File: config.mk
export PLATFORM = sky130hd
export DESIGN_NAME = csr_access_unit_flat
export DESIGN_NICKNAME = d
export VERILOG_FILES = /design/src/rtl/csr_access_unit_pkg.sv /design/src/rtl/csr_access_unit_if.sv /design/src/rtl/csr_access_check.sv /design/src/rtl/csr_access_unit.sv /design/src/flat_wrapper.sv
export SDC_FILE = /design/constraint.sdc
export NUM_CORES = 1
export LEC_CHECK = 0
export ABC_AREA = 1
export CORE_ASPECT_RATIO = 1.25
export CORE_MARGIN = 10
export CORE_UTILIZATION = 40
export CTS_CLUSTER_SIZE = 40
export DETAILED_ROUTE_END_ITERATION = 10
export GPL_TIMING_DRIVEN = 0
export PLACE_DENSITY_LB_ADDON = 0.08
export SLEW_MARGIN = 30
export SYNTH_ARGS = -nofsm -noshare
export SYNTH_HDL_FRONTEND = slang
export SYNTH_SLANG_ARGS = --single-unit
File: constraint.sdc
create_clock -name clk -period 4.1 [get_ports clk]
set_input_delay 0.41 -clock clk [delete_from_list [all_inputs] [get_ports clk]]
set_output_delay 0.41 -clock clk [all_outputs]
set_load 0.01 [all_outputs]
File: src/rtl/csr_access_unit_pkg.sv
// Shared types, constants and helpers for the CSR access unit.
package core_package;

  localparam int unsigned XLEN          = 32;
  localparam int unsigned CSR_ADDR_W_DEF = 12;
  localparam int unsigned REG_IDX_W     = 5;

  // CSR instruction flavour as encoded on req_op_i
  typedef enum logic [1:0] {
    CSR_OP_RSVD = 2'b00,
    CSR_OP_RW   = 2'b01,
    CSR_OP_RS   = 2'b10,
    CSR_OP_RC   = 2'b11
  } csr_op_e;

  // Access sequencer states
  typedef enum logic [1:0] {
    ST_IDLE  = 2'b00,
    ST_READ  = 2'b01,
    ST_WRITE = 2'b10,
    ST_RESP  = 2'b11
  } csr_state_e;

  // Privilege levels, ordered so that a numeric compare gives "at least"
  typedef enum logic [1:0] {
    PRIV_U = 2'b00,
    PRIV_S = 2'b01,
    PRIV_H = 2'b10,
    PRIV_M = 2'b11
  } priv_e;

  // User-visible counter CSRs gated by mcounteren
  localparam logic [11:0] CSR_CYCLE    = 12'hC00;
  localparam logic [11:0] CSR_TIME     = 12'hC01;
  localparam logic [11:0] CSR_INSTRET  = 12'hC02;
  localparam logic [11:0] CSR_CYCLEH   = 12'hC80;
  localparam logic [11:0] CSR_TIMEH    = 12'hC81;
  localparam logic [11:0] CSR_INSTRETH = 12'hC82;

  // Captured request payload (address kept separately, its width is a parameter)
  typedef struct packed {
    csr_op_e                op;
    logic                   imm;
    logic [XLEN-1:0]        rs1;
    logic [4:0]             uimm;
    logic                   src_zero;
    logic [REG_IDX_W-1:0]   rd;
  } csr_req_t;

  // Source operand: zero-extended immediate or rs1 value
  function automatic logic [XLEN-1:0] csr_operand(input logic imm,
                                                  input logic [4:0] uimm,
                                                  input logic [XLEN-1:0] rs1);
    return imm ? XLEN'(uimm) : rs1;
  endfunction

  // New CSR value produced by an operation on the old value
  function automatic logic [XLEN-1:0] csr_apply(input csr_op_e op,
                                                input logic [XLEN-1:0] old_val,
                                                input logic [XLEN-1:0] src);
    logic [XLEN-1:0] res;
    case (op)
      CSR_OP_RW: res = src;
      CSR_OP_RS: res = old_val | src;
      CSR_OP_RC: res = old_val & ~src;
      default:   res = '0;
    endcase
    return res;
  endfunction

endpackage

File: src/rtl/csr_access_unit_if.sv
// Request/response handshake bundle between the pipeline and the CSR access unit.
interface csr_access_unit_if #(
  parameter int unsigned CSR_ADDR_W = 12
);

  logic                  req_valid_i;
  logic                  req_ready_o;
  logic [1:0]            req_op_i;
  logic                  req_imm_i;
  logic [CSR_ADDR_W-1:0] req_addr_i;
  logic [31:0]           req_rs1_data_i;
  logic [4:0]            req_uimm_i;
  logic                  req_src_zero_i;
  logic [4:0]            req_rd_i;

  logic                  rsp_valid_o;
  logic                  rsp_ready_i;
  logic [31:0]           rsp_rd_data_o;
  logic [4:0]            rsp_rd_o;
  logic                  rsp_illegal_o;

  // Pipeline side: issues requests, consumes responses
  modport master (
    output req_valid_i, req_op_i, req_imm_i, req_addr_i, req_rs1_data_i,
           req_uimm_i, req_src_zero_i, req_rd_i, rsp_ready_i,
    input  req_ready_o, rsp_valid_o, rsp_rd_data_o, rsp_rd_o, rsp_illegal_o
  );

  // Unit side: accepts requests, produces responses
  modport slave (
    input  req_valid_i, req_op_i, req_imm_i, req_addr_i, req_rs1_data_i,
           req_uimm_i, req_src_zero_i, req_rd_i, rsp_ready_i,
    output req_ready_o, rsp_valid_o, rsp_rd_data_o, rsp_rd_o, rsp_illegal_o
  );

endinterface

File: src/rtl/csr_access_check.sv
// Combinational legality and write-required decode for a captured CSR access.
module csr_access_check
  import core_package::*;
(
  input  csr_op_e     op,
  input  logic [11:0] addr,
  input  priv_e       priv,
  input  logic        src_zero,
  input  logic        cycle_en,
  input  logic        time_en,
  input  logic        instret_en,
  output logic        write_req_c,
  output logic        illegal_c
);

  logic [11:0] addr_fold;
  logic        counter_blocked;
  logic        priv_too_low;
  logic        ro_written;

  // Decode write intent, privilege, read-only and counter-enable violations
  always_comb begin
    write_req_c     = 1'b0;
    counter_blocked = 1'b0;
    addr_fold       = addr & ~12'h080;  // fold the high-half aliases (Cxx/C8x) together

    if (op == CSR_OP_RW) begin
      write_req_c = 1'b1;
    end else if (op != CSR_OP_RSVD) begin
      write_req_c = !src_zero;
    end

    priv_too_low = 2'(priv) < addr[9:8];
    ro_written   = (addr[11:10] == 2'b11) && write_req_c;

    if (priv == PRIV_U) begin
      case (addr_fold)
        CSR_CYCLE:   counter_blocked = !cycle_en;
        CSR_TIME:    counter_blocked = !time_en;
        CSR_INSTRET: counter_blocked = !instret_en;
        default:     counter_blocked = 1'b0;
      endcase
    end

    illegal_c = (op == CSR_OP_RSVD) || priv_too_low || ro_written || counter_blocked;
  end

endmodule

File: src/rtl/csr_access_unit.sv
// Sequences one CSR instruction: read old value, optionally write, return old value to rd.
module csr_access_unit
  import core_package::*;
#(
  parameter int unsigned CSR_ADDR_W = 12
) (
  input  logic                  clk,
  input  logic                  reset_n,
  csr_access_unit_if.slave      bus,
  input  logic [1:0]            priv_i,
  input  logic                  cycle_en_i,
  input  logic                  time_en_i,
  input  logic                  instret_en_i,
  input  logic                  flush_i,
  output logic [CSR_ADDR_W-1:0] csr_addr_o,
  output logic [XLEN-1:0]       csr_w_data_o,
  output logic                  csr_w_en_o,
  input  logic [XLEN-1:0]       csr_data_i
);

  csr_state_e            state;
  csr_req_t              req_q;
  priv_e                 priv_q;
  logic [CSR_ADDR_W-1:0] addr_q;
  logic [XLEN-1:0]       old_q;
  logic                  ready_q;
  logic                  w_en_q;
  logic [XLEN-1:0]       w_data_q;
  logic                  rsp_valid_q;
  logic [XLEN-1:0]       rsp_data_q;
  logic [REG_IDX_W-1:0]  rsp_rd_q;
  logic                  rsp_ill_q;

  logic                  illegal_c;
  logic                  write_req_c;
  logic [XLEN-1:0]       operand_c;
  logic [XLEN-1:0]       new_val_c;

  csr_access_check u_check (
    .op          (req_q.op),
    .addr        (addr_q[11:0]),
    .priv        (priv_q),
    .src_zero    (req_q.src_zero),
    .cycle_en    (cycle_en_i),
    .time_en     (time_en_i),
    .instret_en  (instret_en_i),
    .write_req_c (write_req_c),
    .illegal_c   (illegal_c)
  );

  // Candidate write value, formed from the live read data while in READ
  always_comb begin
    operand_c = csr_operand(req_q.imm, req_q.uimm, req_q.rs1);
    new_val_c = csr_apply(req_q.op, csr_data_i, operand_c);
  end

  // Access sequencer with all outputs registered
  always_ff @(posedge clk or negedge reset_n) begin
    if (!reset_n) begin
      state       <= ST_IDLE;
      req_q       <= '0;
      priv_q      <= PRIV_U;
      addr_q      <= '0;
      old_q       <= '0;
      ready_q     <= 1'b1;
      w_en_q      <= 1'b0;
      w_data_q    <= '0;
      rsp_valid_q <= 1'b0;
      rsp_data_q  <= '0;
      rsp_rd_q    <= '0;
      rsp_ill_q   <= 1'b0;
    end else begin
      case (state)
        ST_IDLE: begin
          if (bus.req_valid_i) begin
            req_q   <= '{op:       csr_op_e'(bus.req_op_i),
                         imm:      bus.req_imm_i,
                         rs1:      bus.req_rs1_data_i,
                         uimm:     bus.req_uimm_i,
                         src_zero: bus.req_src_zero_i,
                         rd:       bus.req_rd_i};
            priv_q  <= priv_e'(priv_i);
            addr_q  <= bus.req_addr_i;
            ready_q <= 1'b0;
            state   <= ST_READ;
          end
        end

        ST_READ: begin
          old_q <= csr_data_i;
          if (flush_i) begin
            ready_q <= 1'b1;
            state   <= ST_IDLE;
          end else if (!illegal_c && write_req_c) begin
            w_en_q   <= 1'b1;
            w_data_q <= new_val_c;
            state    <= ST_WRITE;
          end else begin
            rsp_valid_q <= 1'b1;
            rsp_data_q  <= illegal_c ? '0 : csr_data_i;
            rsp_ill_q   <= illegal_c;
            rsp_rd_q    <= req_q.rd;
            state       <= ST_RESP;
          end
        end

        ST_WRITE: begin
          // The write commits at this edge regardless of a flush
          w_en_q   <= 1'b0;
          w_data_q <= '0;
          if (flush_i) begin
            ready_q <= 1'b1;
            state   <= ST_IDLE;
          end else begin
            rsp_valid_q <= 1'b1;
            rsp_data_q  <= old_q;
            rsp_ill_q   <= 1'b0;
            rsp_rd_q    <= req_q.rd;
            state       <= ST_RESP;
          end
        end

        ST_RESP: begin
          if (flush_i || bus.rsp_ready_i) begin
            rsp_valid_q <= 1'b0;
            rsp_data_q  <= '0;
            rsp_ill_q   <= 1'b0;
            rsp_rd_q    <= '0;
            ready_q     <= 1'b1;
            state       <= ST_IDLE;
          end
        end

        default: begin
          ready_q <= 1'b1;
          state   <= ST_IDLE;
        end
      endcase
    end
  end

  // Drive registered state onto the ports
  assign bus.req_ready_o   = ready_q;
  assign bus.rsp_valid_o   = rsp_valid_q;
  assign bus.rsp_rd_data_o = rsp_data_q;
  assign bus.rsp_rd_o      = rsp_rd_q;
  assign bus.rsp_illegal_o = rsp_ill_q;
  assign csr_addr_o        = addr_q;
  assign csr_w_en_o        = w_en_q;
  assign csr_w_data_o      = w_data_q;

endmodule

File: src/flat_wrapper.sv
// flat-port wrapper written by rule: the top's interface ports become plain ports
module csr_access_unit_flat import core_package::*;
#(
  parameter int unsigned CSR_ADDR_W = 12
)
  (clk, reset_n, priv_i, cycle_en_i, time_en_i, instret_en_i, flush_i, csr_addr_o, csr_w_data_o, csr_w_en_o, csr_data_i, bus_req_valid_i, bus_req_op_i, bus_req_imm_i, bus_req_addr_i, bus_req_rs1_data_i, bus_req_uimm_i, bus_req_src_zero_i, bus_req_rd_i, bus_rsp_ready_i, bus_req_ready_o, bus_rsp_valid_o, bus_rsp_rd_data_o, bus_rsp_rd_o, bus_rsp_illegal_o);
  csr_access_unit_if #(.CSR_ADDR_W(CSR_ADDR_W)) bus_i ();
  input  logic clk;
  input  logic reset_n;
  input  logic [1:0] priv_i;
  input  logic cycle_en_i;
  input  logic time_en_i;
  input  logic instret_en_i;
  input  logic flush_i;
  output logic [CSR_ADDR_W-1:0] csr_addr_o;
  output logic [XLEN-1:0] csr_w_data_o;
  output logic csr_w_en_o;
  input  logic [XLEN-1:0] csr_data_i;
  input wire logic [$bits(bus_i.req_valid_i)-1:0] bus_req_valid_i;
  input wire logic [$bits(bus_i.req_op_i)-1:0] bus_req_op_i;
  input wire logic [$bits(bus_i.req_imm_i)-1:0] bus_req_imm_i;
  input wire logic [$bits(bus_i.req_addr_i)-1:0] bus_req_addr_i;
  input wire logic [$bits(bus_i.req_rs1_data_i)-1:0] bus_req_rs1_data_i;
  input wire logic [$bits(bus_i.req_uimm_i)-1:0] bus_req_uimm_i;
  input wire logic [$bits(bus_i.req_src_zero_i)-1:0] bus_req_src_zero_i;
  input wire logic [$bits(bus_i.req_rd_i)-1:0] bus_req_rd_i;
  input wire logic [$bits(bus_i.rsp_ready_i)-1:0] bus_rsp_ready_i;
  output wire logic [$bits(bus_i.req_ready_o)-1:0] bus_req_ready_o;
  output wire logic [$bits(bus_i.rsp_valid_o)-1:0] bus_rsp_valid_o;
  output wire logic [$bits(bus_i.rsp_rd_data_o)-1:0] bus_rsp_rd_data_o;
  output wire logic [$bits(bus_i.rsp_rd_o)-1:0] bus_rsp_rd_o;
  output wire logic [$bits(bus_i.rsp_illegal_o)-1:0] bus_rsp_illegal_o;
  assign bus_i.req_valid_i = bus_req_valid_i;
  assign bus_i.req_op_i = bus_req_op_i;
  assign bus_i.req_imm_i = bus_req_imm_i;
  assign bus_i.req_addr_i = bus_req_addr_i;
  assign bus_i.req_rs1_data_i = bus_req_rs1_data_i;
  assign bus_i.req_uimm_i = bus_req_uimm_i;
  assign bus_i.req_src_zero_i = bus_req_src_zero_i;
  assign bus_i.req_rd_i = bus_req_rd_i;
  assign bus_i.rsp_ready_i = bus_rsp_ready_i;
  assign bus_req_ready_o = bus_i.req_ready_o;
  assign bus_rsp_valid_o = bus_i.rsp_valid_o;
  assign bus_rsp_rd_data_o = bus_i.rsp_rd_data_o;
  assign bus_rsp_rd_o = bus_i.rsp_rd_o;
  assign bus_rsp_illegal_o = bus_i.rsp_illegal_o;
  csr_access_unit #(.CSR_ADDR_W(CSR_ADDR_W)) u_core (.clk(clk), .reset_n(reset_n), .bus(bus_i), .priv_i(priv_i), .cycle_en_i(cycle_en_i), .time_en_i(time_en_i), .instret_en_i(instret_en_i), .flush_i(flush_i), .csr_addr_o(csr_addr_o), .csr_w_data_o(csr_w_data_o), .csr_w_en_o(csr_w_en_o), .csr_data_i(csr_data_i));
endmodule
==> out/summary.txt <==
Vias in the first global route - 6704
H-tree depth - 4
Root Driver - clkbuf_16
Total number of vias - 6600
Met1 Track Usage GR - 22.1%
Pin count of the biggest net entering global routing - 69
Setup violations, final - 0
Reg2reg path depth - 8
Cell Pwr Density - 776 mW/mm^2
Layer with the highest usage - met2
Share of cells above drive strength 1 - 10.3%
Skew final - 14.8 ps
DR vias/cell - 4.86
HPWL Detailed - 17.2 mm
Critical path arrival - 2700 ps
Routed len/inst - 17.0 um
Iter 0 DRT Violations - 295
Synth top area share - 53.7%
Reg-to-Reg Start - u_core.csr_addr_o[9]
Critical Path Fanout Max - 10
P&R area growth vs syn - 36.0%
Die Footprint - 0.0253 mm^2
Gate Count Post-Synth - 908
WS Path Type - flop to flop
Met2 usage - 30.3%
Slowest CP cell - o22ai_1
Global-route met3 utilization - 6.21%
Hold WC Path Type - input port to asynchronous set/reset pin
Critical path endpoint category - flop
Synth warn - 0
Antenna viol nets, final - 0
Leak pwr - 4.98 nW
DR pass1 iterations - 5
Final-report max-slew violation count - 0
Initial antenna violation count - 0
Status - finished, final reports clean
Worst-path clk slew - 70 ps
Routed WL - 23.1 mm
Total track usage - 18.3%
Global-route wire length before repair - 36.2 mm
Die Width - 144 um
Period minus WS final - 2420 ps
Endpoints failing hold - 0
Grt ovf - 0
CTS sink count - 167
Max clock buf depth - 2
Max-capacitance violation count - 0
Peak VDD IR - 0.000366 V
IO Port Bufs - 184
Flop and latch count out of synthesis - 167
Post-Syn Area per Cell - 8.52 um^2
Worst-path cell chain - inv_1 -> ha_1 -> o21ai_1 -> nand2_1 -> nand4_2 -> o22ai_1 -> clkbuf_1 -> o21ai_0
Final period util - 59.0%
Area leader, netlist - dfrtp_1
DIE HEIGHT - 175 um
Finished Layout Cells - 1359
Library cells used by synthesis - 30
Register area - 0.00418 mm^2
CTS tree - done
Final nets - 1220
Relative slew slack - 48.1%
IO Count - 185
Global placer's final weighted congestion - 0.783
Syn nets - 1014
Unrepaired setup endpoints after global routing - false
R2R Setup Slk - 1680 ps
Max Clock Freq - 414 MHz
Sequential element share of the synthesized area - 54.0%
Row cnt - 56
Initial core utilization - 40.9%
Worst Max-Slew Pin Slew - 779 ps
Core area - 0.0189 mm^2
R2r endpoint - u_core.csr_w_data_o[3]
Filler cells - 1822
Skew-Pair Late Insertion Delay - 430 ps
Post-Syn Area - 0.00774 mm^2
Area of the multi-input gates - 0.00298 mm^2
Slowest stage delay, CP - 630 ps
Req. time, crit path - 4380 ps
DRC violation count after routing - 0
Setup_tns - 0 ps
CTS buffer count - 17
Antenna Diode Count - 0
Synth top area cells - dfrtp_1, nand2_1, mux2_2
Placed insts - 1326
Worst Setup Start Kind - flop
Setup Buffers After CTS - 0
[final cells by class]
type	instances	area share [%]
clock buffers	21	4.47
repair buffers	187	18.2
multi-input cells	598	28.3
plain buffers	50	2.20
inverters	93	3.32
well taps	232	2.76
clock inverters	11	1.07
flip-flops and latches	167	39.7
[kinds of logic (layout without fill, tap and decap cells)]
group,count (synthesis),after routing,synth area share [%]
adder cells (fa/ha/maj),6,6,0.970
AO/OA/AOI/OAI,121,121,8.04
multiplexers,51,51,7.37
buffers and inverters,143,362,7.50
AND/OR/NAND/NOR,420,420,22.1
flip-flops,167,167,54.0
[state kept, by name, indices dropped and copies added (netlist names)]
signal / flops
u_core.bus.rsp_illegal_o: 1
u_core.csr_w_data_o: 32
u_core.bus.rsp_rd_o: 5
u_core.priv_q: 2
u_core.old_q: 32
u_core.bus.rsp_rd_data_o: 32
u_core.req_q: 46
u_core.csr_addr_o: 12
u_core.state: 2
u_core.csr_w_en_o: 1
u_core.bus.req_ready_o: 1
u_core.bus.rsp_valid_o: 1
[layout by cell type (no fill, tap or decap), types with 3 or more instances in the layout]
cell,n
nand2_1,282
mux2i_1,3
a21oi_1,14
or2_2,3
inv_6,4
clkdlybuf4s50_1,183
clkbuf_8,3
clkbuf_1,29
clkbuf_16,17
buf_6,3
inv_1,91
o21ai_0,100
mux2_2,48
buf_2,15
clkinv_4,4
nor2_1,57
ha_1,6
nand3_1,69
dfrtp_1,166
[worst max-delay path: cells and delay by family (launching register included)]
kind            cells  cell delay, ps
flops               1             350
simple gates        2             230
compound gates      3             880
buf+inv             2             540
fa+ha+maj           1             270
[worst max-delay path by stage]
stage                    startpoint                        to  slack (ps)  cells past startpoint
2_1_floorplan       u_core.state[0]  u_core.bus.rsp_illegal_o        2290                     13
3_3_place_gp                reset_n      u_core.csr_addr_o[0]       -4700                      1
3_5_place_dp                flush_i    u_core.csr_w_data_o[3]        1510                      6
4_1_cts        u_core.csr_addr_o[9]    u_core.csr_w_data_o[3]        1590                      8
5_1_grt        u_core.csr_addr_o[9]    u_core.csr_w_data_o[2]        1460                      8
6_report       u_core.csr_addr_o[9]    u_core.csr_w_data_o[3]        1680                      8
[routing by layer]
layer	routed length [um]	up-vias
li1	-	3287
met1	9790	3109
met2	11300	182
met3	1740	22
met4	306	0
met5	0	-
[stage by stage]
step	hold slack, ps	total power, mW	cell area [um^2]	util, %	setup WS [ps]
3_3_place_gp	459	6.59	9870	52.2	-4700
4_1_cts	453	8.28	10500	55.6	1590
3_5_place_dp	319	6.66	9930	52.5	1510
5_1_grt	474	8.82	10500	55.6	1460
2_1_floorplan	114	5.04	7740	-	2290
6_report	454	8.17	10500	55.6	1680
[power by group]
| part | switching, mW | internal, mW | total (mW) |
|---|---|---|---|
| combinational | 2.26 | 1.59 | 3.85 |
| sequential | 0.355 | 2.37 | 2.73 |
| clock | 0.690 | 0.896 | 1.59 |
| total | 3.30 | 4.86 | 8.17 |
[Yosys cell counts, drive strengths merged]
cell type	count
mux2	48
nand3	69
nor2	60
o21bai	1
a21boi	1
nand4	1
dfrtp	166
dfstp	1
o22ai	1
nor3	4
a31oi	1
or2	3
a21oi	14
o211ai	2
mux2i	3
ha	6
buf	20
nand2	283
inv	93
o21ai	101
clkbuf	30
[timing repair]
action                                 in CTS  in global routing
endpoints found under the hold margin      38                  0
hold buffers                                1                  0
resized for setup                           0                  0
Note: power is estimated with default switching activity, not from simulation.
